`config.mk`:
```
export PLATFORM = sky130hd
export DESIGN_NAME = game_flow_ctrl
export DESIGN_NICKNAME = d
export VERILOG_FILES = /design/src/rtl/game_flow_ctrl.sv
export SDC_FILE = /design/constraint.sdc
export NUM_CORES = 1
export LEC_CHECK = 0
export CAP_MARGIN = 10
export CORE_ASPECT_RATIO = 0.9
export CORE_MARGIN = 8
export CORE_UTILIZATION = 53
export CTS_CLUSTER_DIAMETER = 60
export DETAILED_ROUTE_END_ITERATION = 8
export DONT_BUFFER_PORTS = 1
export PLACE_DENSITY_LB_ADDON = 0.08
export SYNTH_ARGS = -nofsm -noshare
export SYNTH_HDL_FRONTEND = slang
export SYNTH_SLANG_ARGS = --single-unit
```
`constraint.sdc`:
```
create_clock -name clk -period 3.9 [get_ports clk]
set_input_delay 0.39 -clock clk [delete_from_list [all_inputs] [get_ports clk]]
set_output_delay 0.39 -clock clk [all_outputs]
set_load 0.1 [all_outputs]
```
`src/rtl/game_flow_ctrl.sv`:
```
// Escape-game sequencer: screen state, per-stage progress, stage unlocks and menu cursor.
// Every output comes straight from a register; events become visible one clock later.
module game_flow_ctrl #(
  parameter int KEYS_NEEDED   = 3,
  parameter int LIFE_INIT     = 3,
  parameter int INVULN_CYCLES = 50_000_000
) (
  input  logic       clk,
  input  logic       rst,
  input  logic       btn_up,
  input  logic       btn_down,
  input  logic       btn_enter,
  input  logic       key_pickup,
  input  logic       light_found,
  input  logic       door_reached,
  input  logic       hazard_hit,
  output logic [3:0] state,
  output logic [1:0] key_find,
  output logic [1:0] life,
  output logic [1:0] todo,
  output logic [3:0] play_valid,
  output logic [1:0] cursor,
  output logic       invuln
);

  localparam int CW = (INVULN_CYCLES < 2) ? 1 : $clog2(INVULN_CYCLES + 1);

  typedef enum logic [3:0] {
    S_TITLE    = 4'd0,
    S_STAFF    = 4'd1,
    S_STAGE1   = 4'd2,
    S_SUCCESS1 = 4'd3,
    S_STAGE2   = 4'd4,
    S_SUCCESS2 = 4'd5,
    S_STAGE3   = 4'd6,
    S_SUCCESS3 = 4'd7,
    S_FAIL     = 4'd8
  } state_t;

  localparam logic [1:0] T_NONE  = 2'd0;
  localparam logic [1:0] T_KEY   = 2'd1;
  localparam logic [1:0] T_LIGHT = 2'd2;
  localparam logic [1:0] T_DOOR  = 2'd3;

  state_t          r_state, r_last, w_nxt;
  logic [1:0]      r_key, r_life, r_todo, r_cursor;
  logic [3:0]      r_pv;
  logic [CW-1:0]   r_cnt;
  logic            r_invuln;
  logic            w_in_stage, w_to_stage, w_hit, w_fatal, w_door;

  // Title menu: item k<3 is stage k+1 (selectable only when unlocked), item 3 is staff.
  function automatic logic [1:0] f_step(input logic [1:0] cur, input logic up,
                                        input logic [3:0] pv);
    logic [1:0] c;
    c      = cur;
    f_step = cur;
    for (int i = 0; i < 3; i++) begin
      c = up ? c - 2'd1 : c + 2'd1;
      if (c == 2'd3 || pv[{1'b0, c} + 3'd1]) return c;
    end
  endfunction

  always_comb begin
    w_in_stage = (r_state == S_STAGE1) || (r_state == S_STAGE2) || (r_state == S_STAGE3);
    w_hit      = (r_state == S_STAGE3) && hazard_hit && !r_invuln;
    w_fatal    = w_hit && (r_life <= 2'd1);
    w_door     = w_in_stage && door_reached && (r_todo == T_DOOR);
    w_nxt      = r_state;
    case (r_state)
      S_TITLE: if (btn_enter) begin
        case (r_cursor)
          2'd0:    w_nxt = S_STAGE1;
          2'd1:    if (r_pv[2]) w_nxt = S_STAGE2;
          2'd2:    if (r_pv[3]) w_nxt = S_STAGE3;
          default: w_nxt = S_STAFF;
        endcase
      end
      S_STAFF:    if (btn_enter) w_nxt = S_TITLE;
      S_STAGE1, S_STAGE2, S_STAGE3: begin
        if (w_fatal)     w_nxt = S_FAIL;
        else if (w_door) w_nxt = state_t'(r_state + 4'd1);
      end
      S_SUCCESS1: if (btn_enter) w_nxt = (r_cursor == 2'd0) ? S_STAGE2 : S_TITLE;
      S_SUCCESS2: if (btn_enter) w_nxt = (r_cursor == 2'd0) ? S_STAGE3 : S_TITLE;
      S_SUCCESS3: if (btn_enter) w_nxt = S_STAFF;
      S_FAIL:     if (btn_enter) w_nxt = (r_cursor == 2'd0) ? r_last : S_TITLE;
      default:    w_nxt = S_TITLE;
    endcase
    w_to_stage = (w_nxt != r_state) &&
                 ((w_nxt == S_STAGE1) || (w_nxt == S_STAGE2) || (w_nxt == S_STAGE3));
  end

  always_ff @(posedge clk or posedge rst) begin
    if (rst) begin
      r_state  <= S_TITLE;
      r_last   <= S_STAGE1;
      r_key    <= 2'd0;
      r_life   <= 2'(LIFE_INIT);
      r_todo   <= T_NONE;
      r_pv     <= 4'b0010;
      r_cursor <= 2'd0;
      r_cnt    <= '0;
      r_invuln <= 1'b0;
    end else begin
      r_state <= w_nxt;
      if (r_cnt != '0) begin
        r_cnt    <= r_cnt - CW'(1);
        r_invuln <= (r_cnt != CW'(1));
      end
      if (w_nxt == r_state) begin
        if (w_in_stage) begin
          if (w_hit) begin
            r_life   <= r_life - 2'd1;
            r_cnt    <= CW'(INVULN_CYCLES);
            r_invuln <= 1'b1;
          end
          if (light_found && r_todo == T_LIGHT) r_todo <= T_KEY;
          if (key_pickup && r_todo == T_KEY) begin
            if (r_key >= 2'(KEYS_NEEDED - 1)) begin
              r_key  <= 2'(KEYS_NEEDED);
              r_todo <= T_DOOR;
            end else begin
              r_key <= r_key + 2'd1;
            end
          end
        end else if (!btn_enter && (btn_up ^ btn_down)) begin
          if (r_state == S_TITLE)
            r_cursor <= f_step(r_cursor, btn_up, r_pv);
          else if (r_state == S_SUCCESS1 || r_state == S_SUCCESS2 || r_state == S_FAIL)
            r_cursor <= {1'b0, ~r_cursor[0]};
        end
      end else begin
        r_cursor <= 2'd0;
        r_cnt    <= '0;
        r_invuln <= 1'b0;
        if (w_fatal) r_life <= 2'd0;
        if (w_door && !w_fatal) r_todo <= T_NONE;
        if (w_nxt == S_SUCCESS1) r_pv[2] <= 1'b1;
        if (w_nxt == S_SUCCESS2) r_pv[3] <= 1'b1;
        if (w_to_stage) begin
          r_key  <= 2'd0;
          r_life <= 2'(LIFE_INIT);
          r_todo <= (w_nxt == S_STAGE2) ? T_LIGHT : T_KEY;
          r_last <= w_nxt;
        end
      end
    end
  end

  assign state      = r_state;
  assign key_find   = r_key;
  assign life       = r_life;
  assign todo       = r_todo;
  assign play_valid = r_pv;
  assign cursor     = r_cursor;
  assign invuln     = r_invuln;

endmodule
```
==> impl_results.md, run 1 <==
- Top delay family on crit path: compound AO/OA/AOI/OAI gates
- Async set-reset flop share out of synthesis: 1.00
- Setup Skew: between 0.009 and 0.01 ns
- Unique masters post-synth: between 60 and 70
- Reg area: approximately 1100 um^2
- Synth Register Bits: 45
- Relative slew slack: 0.367
- RSZ-0062 raised after global routing: no
- Clock slew at reported path FFs: 0.10 ns
- Final count of pins violating max slew: 0
- Share of the synthesized area in the top cell type: 0.359
- Syn avg cell area: about 8.7 um^2
- Run status: finished clean
- Post-layout min period: 3.35 ns
- Clock buffer depth: 2
- I/O pins: 26
- Post-synth top area cell: dfrtp_1
- Syn-to-layout area delta: 7.87%
- Seq/Total Area, Yosys: 0.386
- Reg2Reg Depth: 10
- Critical path's largest stage delay: 0.51 ns
- CTS Sinks: 45
- Fmax: 299 MHz
- Final ANT Viol Nets: 0
- Hold Vio Cnt, Final: 0
- Routability Congestion: 0.895
- Die Wd: 94.3 um
- I/O Buffers: 0
- Critical Path Sink: r_cnt[1]
- HPWL Detailed: 4.90 mm
- Final setup viols: 0
- CTS tree: done
- Initial antenna violation count: 0
- Drt total wl: slightly below 7 mm
- First-pass GRT wire length: 11.3 mm
- Filler cells: around 480
- Max Cap Viol: 0
- WP depth: 10
- CP Cell Sequence: inv_1, ha_1, nor2b_1, o311ai_1, a31o_1, a31oi_1, a311o_1, or3_1, nand2b_1, a211oi_1
- Synth area leaders: dfrtp_1 36%, ha_1 5.1%, a21oi_1 4.8%
- Syn Inst Count: about 340
- Drt first-iter violations: roughly 190
- Buf/Inv on CP: 1
- Root buffer cell: clkbuf_8
- Cell Area, Synth: just under 3000 um^2
- Setup Total Neg Slack: 0 ns
- EDFF count, synth: 0
- Cts bufs inserted: 5
- Per-cell routed wire length: 16.3 um
- Vias/cell: ~6
- Post-CTS Setup Bufs: 0
- Rows: 25
- Ys flop type: dfrtp_1
- Skew-Pair Late Insertion Delay: around 0.30 ns
- Via count: ~2.4k
- Final layout net count: roughly 370
- HP Class: primary input to asynchronous set/reset pin
- Layout cells sized above 1: 0.115
- FF-to-FF End: r_cnt[1]
- Multi-input logic area: around 1600 um^2
- Setup crit start: cursor[0]
- CTS HTree Levels: 2
- Slew @ Worst Pin: between 0.9 and 1 ns
- Period utilisation layout: 0.859
- Vias in the first global route: 2337
- Chip Height: between 80 and 90 um
- Critical path startpoint category: flip-flop
- Core Box Area: around 5300 um^2
- Drt pass-1 iters: 5
- CP endpoint kind: flip-flop
- CTS hold repair buffers: 0
- Post_cts resized: 0
- Starting Density: 0.553
- Critical path type: flip-flop to flip-flop
- Detailed-route DRC error count: 0
- Antenna diode count: 0
- Total congestion overflow: 0
- Largest net degree at the start of global routing: 46
- Full die area: around 8200 um^2
- Setup slack, reg-to-reg: 0.55 ns
- Crit path required time: about 4.1 ns
- Reg-to-reg startpoint: cursor[0]
- Worst-path fanout max: 14
- GR Util All Layers: 0.172
- Worst endpoint data arrival time: between 3 and 4 ns
- Slowest cell on the critical path: dfrtp_1
- Yosys warning total: 2
==> stage by stage <==
step                area [um^2]  std cells  setup WS [ns]   util  hold WS (ns)
detailed placement         3060        407          0.599  0.579         0.479
finish                     3160        415          0.551  0.597         0.147
CTS                        3160        415          0.565  0.597         0.183
floorplan                  2930        338          0.235      -         0.453
global placement           3060        407          0.725  0.579         0.474
global route               3160        415          0.286  0.597         0.222
==> Yosys cell counts (2+ instances only) <==
master,n
a31oi_1,7
o21ai_1,2
nor2_1,34
and2b_1,2
nand2_1,24
buf_2,2
clkbuf_1,7
or3_1,3
o22ai_1,4
o21ai_0,8
dfstp_2,3
buf_4,3
nor3_1,10
o31ai_1,3
mux2_2,5
inv_1,24
ha_1,12
dfrtp_1,42
nor4_1,9
nor2b_1,6
xor2_1,7
o31a_1,2
or4_1,5
a21oi_1,28
nand3_1,15
nand4_1,2
and2_1,2
nand3b_1,4
a21boi_0,2
xnor2_1,16
or2_2,2
nand2b_1,11
a21o_1,2
==> layout make-up <==
type,count,area share
timing repair buffer,15,0.0357
clock inverter,3,0.00793
clock buffer,5,0.0218
tap,67,0.0266
sequential,45,0.358
inverter,24,0.0285
multi-input combinational,256,0.521
==> cells in the final DEF (no fill, tap or decap), types with 11 or more instances in the layout <==
master and instances:
dfrtp_1 42, nor2_1 34, a21oi_1 28, nand2_1 24, inv_1 23, xnor2_1 16
nand3_1 15, buf_4 15, ha_1 12, nand2b_1 11
==> registers in the layout, summed over array words and instances, names as in the netlist <==
signal and count:
play_valid 2, key_find 2, r_last 4, cursor 2, r_cnt 26, todo 2
invuln 1, state 4, life 2
==> worst min path at each step <==
stage               from         to  slack [ns]
6_report             rst  r_cnt[21]        0.15
5_1_grt              rst  r_cnt[17]        0.22
4_1_cts              rst  r_cnt[21]        0.18
3_5_place_dp   r_last[3]  r_last[3]        0.48
3_3_place_gp   r_last[3]  r_last[3]        0.47
2_1_floorplan  r_last[0]  r_last[0]        0.45
==> logic make-up (layout without fill, tap and decap cells) <==
family          after synthesis  count (layout)  synth area share
fa+ha+maj                    12              12            0.0513
flops                        45              45             0.386
compound gates               76              76             0.172
xor+xnor                     23              23            0.0689
buf+inv                      37              47            0.0526
mux                           6               6            0.0227
simple gates                137             137             0.246
other cells                   1               2           0.00128
==> routing by layer <==
metal / GRT usage / vias to the layer above / part of all wire
met1: 0.240 / 1135 / 0.49
met5: 0 / - / 0
li1: - / 1215 / -
met2: 0.252 / 78 / 0.43
met4: 0.0489 / 0 / 0.011
met3: 0.0466 / 10 / 0.068
Power of run 1 is left out: the tool's default activity adds up to more than one toggle a clock period on the data nets, which glitch-free logic cannot reach.
==> run 2: changes to the inputs <==
- PLACE_DENSITY: unset -> 0.73
- PLACE_DENSITY_LB_ADDON: 0.08 -> unset
- RECOVER_POWER: unset -> 100
==> run 2 against run 1 <==
The run now ends with capacitance limit, slew limit left; critical path depth decreased by 2; clock-buffer cell count increased by 1; via count increased by 0.16%; final cell count unchanged; register-to-register slack got worse by 0.04 ns; first-iteration DRC count decreased by 33%; maximum frequency decreased by 1.2%.
==> impl_results.md, run 2 (synthesis gave the netlist of run 1 again) <==
- Met1 Use GR: 0.220
- Routability Congestion: roughly 0.95
- Met2 Resource Use GR: 0.273
- Per-cell routed wire length: 16.0 um
- Fmax: roughly 300 MHz
- Largest net degree at the start of global routing: 46
- Antenna diode count: 0
- Critical path type: flip-flop to flip-flop
- Relative slew slack: -0.106
- Critical path startpoint category: flip-flop
- Final count of pins violating max slew: 46
- Via count: between 2k and 2.5k
- Drt total wl: between 6 and 7 mm
- Post-CTS Setup Bufs: 0
- Cts bufs inserted: 5
- Detailed-route DRC error count: 0
- Drt pass-1 iters: 4
- Drt first-iter violations: approximately 130
- Final layout net count: between 300 and 400
- Hold depth: 4
- Vias/cell: 5.88
- Chip Height: 86.5 um
- Die Wd: 94.3 um
- Period utilisation layout: 0.869
- RSZ-0062 raised after global routing: no
- Crit path required time: 4.08 ns
- Failing checks: capacitance limit, slew limit
- Setup Skew: 0.00959 ns
- Most common cell after layout, fill and taps aside: dfrtp_1
- Layout cells sized above 1: 0.0690
- Max Cap Viol: 1
- First-pass GRT wire length: between 10 and 15 mm
- Core Box Area: roughly 5300 um^2
- Worst endpoint data arrival time: roughly 3.6 ns
- HPWL Detailed: between 4 and 5 mm
- Hold Vio Cnt, Final: 0
- Full die area: ~8200 um^2
- CTS tree: done
- Max FFs per register: 26
- Initial antenna violation count: 0
- Rows: 25
- Clock slew at reported path FFs: ~0.080 ns
- GR Util All Layers: 0.171
- Worst-path fanout max: 12
- Total congestion overflow: 0
- I/O Buffers: 0
- Clock buffer depth: 2
- Syn-to-layout area delta: 6.46%
- Final ANT Viol Nets: 0
- Slew @ Worst Pin: 1.66 ns
- Root buffer cell: clkbuf_8
- Final setup viols: 0
- Setup slack, reg-to-reg: about 0.51 ns
- I/O pins: 26
- CTS hold repair buffers: 0
- Busiest layer in global routing: met2
- Post-Route Utilization: 0.589
- Vias in the first global route: approximately 2.4k
- CTS Sinks: 45
- HP Class: primary input to flip-flop
- Setup Total Neg Slack: 0 ns
- M3 GR Usage: 0.0363
- Largest Register: r_cnt
- CP endpoint kind: flip-flop
- Skew-Pair Late Insertion Delay: around 0.3 ns
- Post-layout min period: 3.39 ns
- Leading cell types in the layout, fill and taps excluded: 42 x dfrtp_1, 34 x nor2_1, 28 x a21oi_1, 24 x nand2_1, 24 x inv_1
- Reg2Reg Depth: 8
- Starting Density: 0.553
- Post_cts resized: 0
- Run status: finished, violations left
- CTS HTree Levels: 2
==> run 2: worst paths after layout <==
path,startpoint,to
setup reg to reg,todo[0],r_last[2]
min in group asynchronous,rst,r_cnt[11]
max in group asynchronous,rst,play_valid[2]
setup / recovery,todo[0],r_last[2]
hold / removal,key_pickup,key_find[0]
hold reg to reg,r_last[3],r_last[3]
==> run 2: layout make-up <==
type	count	area (um^2)
sequential	45	1130
tap	67	83.8
clock buffer	6	72.6
timing repair buffer	15	68.8
multi-input combinational	256	1630
inverter	24	90.1
fill	483	2170
clock inverter	2	35.0
==> run 2: metal layers <==
metal | wire length [um] | vias to the layer above
li1 | - | 1208
met1 | 3090 | 1164
met2 | 3130 | 60
met3 | 325 | 10
met4 | 95 | 0
met5 | 0 | -
==> run 2: through the flow <==
step,worst slack [ns],cells,hold WS (ns),instance area (um^2)
global placement,0.709,407,0.478,3060
global route,0.264,415,0.352,3110
detailed placement,0.685,407,0.490,3060
finish,0.511,415,0.321,3110
floorplan,0.235,338,0.453,2930
CTS,0.652,415,0.201,3170
==> run 2: critical path, stage by stage, from the launching register on <==
cell and delay, ns:
dfrtp_1 0.35, clkbuf_1 1.02, nand3_1 0.24, o31a_1 0.38, a21boi_0 0.19, o2111a_1 0.20
o31ai_1 0.06, clkbuf_1 0.44, mux2_2 0.39
Power of run 2 is left out for the same reason.
